**src/rtl/aes_pkg.sv**
```systemverilog
// Shared Rijndael types and constants for the AES datapath stages.
package aes_pkg;

  localparam int NB_128 = 4;
  localparam int NB_192 = 6;
  localparam int NB_256 = 8;
  localparam int NB_MAX = NB_256;

  typedef logic [7:0]            byte_t;
  typedef logic [31:0]           word_t;
  typedef logic [32*NB_MAX-1:0]  state_max_t;

  // Row rotation amounts; the 256-bit block uses a wider spread on rows 2 and 3.
  function automatic int sh_off(input int nb, input int r);
    if (r < 2) return r;
    if (nb == NB_256) return r + 1;
    return r;
  endfunction

endpackage

```
**src/rtl/aes_shiftrows_core.sv**
```systemverilog
// Combinational ShiftRows permutation for an NB-column Rijndael state.
// The inverse permutation is built only when AES_SHIFTROWS_INV_EN is defined.
module aes_shiftrows_core #(
  parameter int NB = 4
) (
  input  logic [32*NB-1:0] in_state,
`ifdef AES_SHIFTROWS_INV_EN
  input  logic             inv,
`endif
  output logic [32*NB-1:0] out_state
);
  import aes_pkg::*;

  localparam int W = 32*NB;

  // Byte r+4c lives at bits [W-1-8*(r+4c) -: 8]; every output byte is a pure wire pick.
  for (genvar r = 0; r < 4; r++) begin : g_row
    for (genvar c = 0; c < NB; c++) begin : g_col
      localparam int DST  = r + 4*c;
      localparam int FCOL = (c + sh_off(NB, r)) % NB;
      localparam int FSRC = r + 4*FCOL;
      byte_t fwd_byte;
      assign fwd_byte = in_state[W-1-8*FSRC -: 8];
`ifdef AES_SHIFTROWS_INV_EN
      localparam int ICOL = (c - sh_off(NB, r) + NB) % NB;
      localparam int ISRC = r + 4*ICOL;
      byte_t inv_byte;
      assign inv_byte = in_state[W-1-8*ISRC -: 8];
      assign out_state[W-1-8*DST -: 8] = inv ? inv_byte : fwd_byte;
`else
      assign out_state[W-1-8*DST -: 8] = fwd_byte;
`endif
    end
  end

endmodule

```
**src/rtl/aes_shiftrows_pipe.sv**
```systemverilog
// Pipelined ShiftRows/InvShiftRows stage with valid/ready flow control and a sideband tag.
// Optional per-entry inverse mode is enabled by defining AES_SHIFTROWS_INV_EN.
module aes_shiftrows_pipe #(
  parameter int NB     = 4,
  parameter int STAGES = 1,
  parameter int TAG_W  = 4
) (
  input  logic               clk,
  input  logic               rst_n,
  input  logic               in_valid,
  output logic               in_ready,
  input  logic [32*NB-1:0]   in_state,
  input  logic               in_inv,
  input  logic [TAG_W-1:0]   in_tag,
  output logic               out_valid,
  input  logic               out_ready,
  output logic [32*NB-1:0]   out_state,
  output logic [TAG_W-1:0]   out_tag
);
  import aes_pkg::*;

  localparam int W = 32*NB;

  if (!(NB == NB_128 || NB == NB_192 || NB == NB_256)) begin : g_bad_nb
    $error("aes_shiftrows_pipe: NB must be 4, 6 or 8");
  end
  if (STAGES < 1 || STAGES > 4) begin : g_bad_stages
    $error("aes_shiftrows_pipe: STAGES must be 1..4");
  end
  if (TAG_W < 1) begin : g_bad_tag
    $error("aes_shiftrows_pipe: TAG_W must be at least 1");
  end

  logic [STAGES:1] v;
  logic [STAGES:1] rdy;
  logic [W-1:0]     st_q  [1:STAGES];
  logic [TAG_W-1:0] tag_q [1:STAGES];
  logic [W-1:0]     shifted;

`ifdef AES_SHIFTROWS_INV_EN
  aes_shiftrows_core #(.NB(NB)) u_core (
    .in_state  (in_state),
    .inv       (in_inv),
    .out_state (shifted)
  );
`else
  logic unused_inv;
  assign unused_inv = in_inv;

  aes_shiftrows_core #(.NB(NB)) u_core (
    .in_state  (in_state),
    .out_state (shifted)
  );
`endif

  // Stage k can move when any stage from k to the output is empty or the sink takes data.
  for (genvar k = 1; k <= STAGES; k++) begin : g_rdy
    assign rdy[k] = out_ready | ~(&v[STAGES:k]);
  end

  always_ff @(posedge clk or negedge rst_n) begin
    if (!rst_n) begin
      for (int k = 1; k <= STAGES; k++) begin
        v[k]     <= 1'b0;
        st_q[k]  <= '0;
        tag_q[k] <= '0;
      end
    end else begin
      if (rdy[1]) v[1] <= in_valid;
      if (rdy[1] && in_valid) begin
        st_q[1]  <= shifted;
        tag_q[1] <= in_tag;
      end
      // Data only moves on a real transfer so bubbles never clobber held entries.
      for (int k = 2; k <= STAGES; k++) begin
        if (rdy[k]) v[k] <= v[k-1];
        if (rdy[k] && v[k-1]) begin
          st_q[k]  <= st_q[k-1];
          tag_q[k] <= tag_q[k-1];
        end
      end
    end
  end

  assign in_ready  = rdy[1];
  assign out_valid = v[STAGES];
  assign out_state = st_q[STAGES];
  assign out_tag   = tag_q[STAGES];

endmodule

```
**config.mk**
```make
export PLATFORM = sky130hd
export DESIGN_NAME = aes_shiftrows_pipe
export DESIGN_NICKNAME = d
export VERILOG_FILES = /design/src/rtl/aes_pkg.sv /design/src/rtl/aes_shiftrows_core.sv /design/src/rtl/aes_shiftrows_pipe.sv
export SDC_FILE = /design/constraint.sdc
export NUM_CORES = 1
export LEC_CHECK = 0
export BUFFER_PORTS_ARGS = -buffer_cell sky130_fd_sc_hd__buf_4
export CAP_MARGIN = 20
export CORE_ASPECT_RATIO = 0.9
export CORE_UTILIZATION = 45
export CTS_CLUSTER_DIAMETER = 40
export DETAILED_ROUTE_END_ITERATION = 8
export PLACE_DENSITY = 0.81
export RECOVER_POWER = 100
export SLEW_MARGIN = 0
export SYNTH_ARGS = -nofsm -noshare
export SYNTH_HDL_FRONTEND = slang
export SYNTH_SLANG_ARGS = --single-unit
```
**constraint.sdc**
```tcl
create_clock -name clk -period 1.5 [get_ports clk]
set_input_delay 0.15 -clock clk [delete_from_list [all_inputs] [get_ports clk]]
set_output_delay 0.15 -clock clk [all_outputs]
set_load 0.01 [all_outputs]
```
Word-level counts from Yosys, hierarchy flattened --
Index checks and enable logic that the tools add are counted.
Word-level totals: bits in registers 133, input port bits 137, logic and storage cells 6
Cells by class: bitwise logic cells 2, reductions and logical operators 1
Operators with widths (number):
- logical AND 1 bit | 1
- inverter 1 bit | 1
- bitwise OR 1 bit | 1

Logic depth before layout (Yosys ltp) --
depth after elaboration 3, depth in mapped cells 5, gate-level depth less buffers 3

Modules after synthesis --
A second synthesis with hierarchy kept.
Second synthesis, totals: cells, all modules 410, area, all modules 6228.5 um2
Modules (own cells, without submodules):
- aes_shiftrows_pipe | times used 1, cells each 282, area each 5267.6 um2
- aes_shiftrows_core | times used 1, cells each 128, area each 960.9 um2

Least setup slack after synthesis --
Ideal clock, no wire load.
path type register to register, start point reg v, in the netlist out_valid, end point reg st_q (netlist bit out_state[100]), arrival 1.226 ns, clock period less this slack 1.351 ns, stages on the path, launching flop included 6, required time 1.375 ns, slack 0.149 ns, path through dfrtp_1 > nand2b_4 > nand2_2 > buf_6 > buf_6 > mux2_4
On the way: cells in the longest elaborated chain, start to end 3
RTL lines:
- from (decl) | line aes_shiftrows_pipe.sv:34 | logic [STAGES:1] v;
- from (signal, indexed assignment) | line aes_shiftrows_pipe.sv:76 | if (rdy[k]) v[k] <= v[k-1];
- inverter 1 bit | line aes_shiftrows_pipe.sv:58 | assign rdy[k] = out_ready | ~(&v[STAGES:k]);
- bitwise OR 1 bit | line aes_shiftrows_pipe.sv:58
- via in_ready | line aes_shiftrows_pipe.sv:11 | output logic in_ready,
- logical AND 1 bit | line aes_shiftrows_pipe.sv:70 | if (rdy[1] && in_valid) begin
- to (signal, indexed assignment) | line aes_shiftrows_pipe.sv:78 | st_q[k] <= st_q[k-1];
- to (decl) | line aes_shiftrows_pipe.sv:36 | logic [W-1:0] st_q [1:STAGES];
The timed path passes the listed nets, and every way through them passes these cells. A chain may end at the register's enable or synchronous reset.

Final worst setup path --
start point reg v, in the netlist out_valid, end point reg st_q (netlist bit out_state[22])
On the way: cells in the longest elaborated chain, start to end 3
RTL lines (line):
- inverter 1 bit | aes_shiftrows_pipe.sv:58
- bitwise OR 1 bit | aes_shiftrows_pipe.sv:58
- logical AND 1 bit | aes_shiftrows_pipe.sv:70
Every way passes these cells.

==> out/results.txt <==
number of buffers added on ports - 269
Initial Util - 46.07%
Detailed Routing Iterations Pass 1 - 4
GRT Residual Overflow - 0
most common cell after layout, fill and taps aside - clkbuf_1
Worst Hold Path EP - out_valid
period utilisation layout - 94.43%
CP endpoint kind - flip-flop
largest net degree at the start of global routing - 47
Worst Tran Pin Value - 0.6286 ns
DIE WIDTH - 116.0 µm
Peak VDD IR - 0.8213 mV
fmax - 0.7060 GHz
CTS tree - built
Mapped Nets - 419
clk sink count - 133
DR iter-0 viols - 123
CTS max path bufs - 2
CP Cell Sequence - nand2b_4 > nand2_8 > buf_6 > mux2_1
Reg clk slew, reported paths - 0.05 ns
initial antenna violation count - 1
GPL Wtd Cong - 0.7251
post-route antenna net violation count - 0
Post-Syn Area - 0.005268 mm²
distinct cell type count after synthesis - 8
WL/cell - 19.48 µm
reg-to-reg startpoint - out_valid
filler instances - 816
DR DRC count - 0
status - complete, no violations
vias per cell - 4.806
num ports - 271
first-pass GRT wire length - 25.86 mm
CP startpoint - out_valid
Final Core Density - 75.93%
setup TNS - 0 ns
PD cells - 1240 mW/mm²
Setup violations, final - 0
row cnt - 37
Die Y - 104.6 µm
crit path kind - flip-flop to flip-flop
synth warn - 0
Synth Instances - 282
gr usage total - 29.33%
CP required - 1.77 ns
Worst slew margin - 58.10%
Worst Min Path Start - out_ready
critical path startpoint category - flip-flop
share of cells above drive strength 1 - 32.91%
R2R cell count - 4
fin crit period - 1.416 ns
Post-DP HPWL - 9.396 mm
core area - 0.01143 mm²
Slew Limit Fails - 0
sequential-to-total area share from yosys stat - 63.18%
WL final - 16.91 mm
r2r setup slk - 0.08 ns
Leakage Power - 3.894 nW
number of global-route vias before repair - 4782
Post-CTS Setup Inserts - 0
final net count - 839
H-tree depth - 4
CP max stage delay - 0.40 ns
die area - 0.01214 mm²
Layout area overhead - 64.82%
worst skew pair latency - 0.41 ns
Worst Path Arrival - 1.69 ns
Mapped Avg Cell Area - 18.68 µm²
TritonCTS buffer count - 17
via count - 4172
Root Driver - clkbuf_16
max_cap viols - 0
Fin. Hold Viols - 0
RSZ-0062 raised after global routing - no
worst r2r dst - out_state[22]
Worst Hold Depth - 3
CP Max Fanout - 18
Seq cells post-synth - 133
slowest CP cell - dfrtp_1
most frequent cells in the layout - clkbuf_1 (136), dlygate4sd3_1 (134), buf_4 (134)
worst hold path type - input pin to flip-flop
clock skew - 0.004559 ns
## cell type report
class,count,area [µm²],area share (%)
clock buffers,25,535.5,6.168
diodes,1,2.502,0.02882
multi-input cells,135,1564,18.01
flip-flops and latches,133,3328,38.33
well taps,156,195.2,2.248
repair buffers,415,2992,34.46
clock inverters,3,65.06,0.7494
## sequential cells by signal, summed over array words and instances (netlist names)
signal,flops
out_valid,1
out_tag,4
out_state,128
## cell usage after synthesis
master      n  area [µm²]
buf_2       5       25.02
buf_6       9       101.4
dfrtp_1   133        3328
mux2_2     52       585.6
mux2_4     80        1201
nand2_2     1       6.260
nand2b_1    1       6.260
nand2b_4    1       13.76
## layer usage
| layer | wire length, µm | share of wire (%) | GRT usage (%) |
|---|---|---|---|
| met3 | 1179 | 7.0 | 9.281 |
| met1 | 6253 | 37 | 31.15 |
| met4 | 442 | 2.6 | 13.28 |
| met2 | 9035 | 53 | 52.30 |
| met5 | 0 | 0 | 0 |
## how the worst max path moves through the flow
stage	to	slack [ns]	cells past startpoint
finish	out_state[22]	0.08	4
global route	out_state[22]	0.04	4
CTS	out_state[31]	0.11	4
detailed placement	out_state[34]	0.13	4
global placement	out_state[8]	0.16	4
floorplan	out_state[100]	0.15	5
## worst max-delay path, delay by kind of cell, from the launching register on
family                 cells  cell delay [ns]
buffers and inverters      1             0.23
multiplexers               1             0.38
AND/OR/NAND/NOR            2             0.26
flip-flops                 1             0.40
## cells by family after synthesis
logic type	share of synthesized area [%]
AND/OR/NAND/NOR	0.4989
flip-flops	63.18
multiplexers	33.92
buffers and inverters	2.399
## through the flow
step	hold WS, ns	cell area (µm²)	total power, mW	instances	setup WS (ns)
6_report	0.08790	8682	10.77	868	0.08356
3_5_place_dp	0.1175	7576	6.968	705	0.1253
2_1_floorplan	-0.1456	5268	5.551	282	0.1485
5_1_grt	0.07132	8682	11.17	868	0.04031
4_1_cts	0.05410	9518	11.45	867	0.1072
3_3_place_gp	0.1116	7576	6.871	705	0.1594
## where the power goes
group	total, mW	switching, mW	internal [mW]
clock	4.19	1.42	2.76
combinational	2.13	1.02	1.10
sequential	4.45	0.332	4.12
## repair_timing
action	CTS	global route
endpoints found under the hold margin	174	0
gates resized for setup	0	0
hold buffers	134	0
Note: power is estimated with default switching activity, not from simulation.
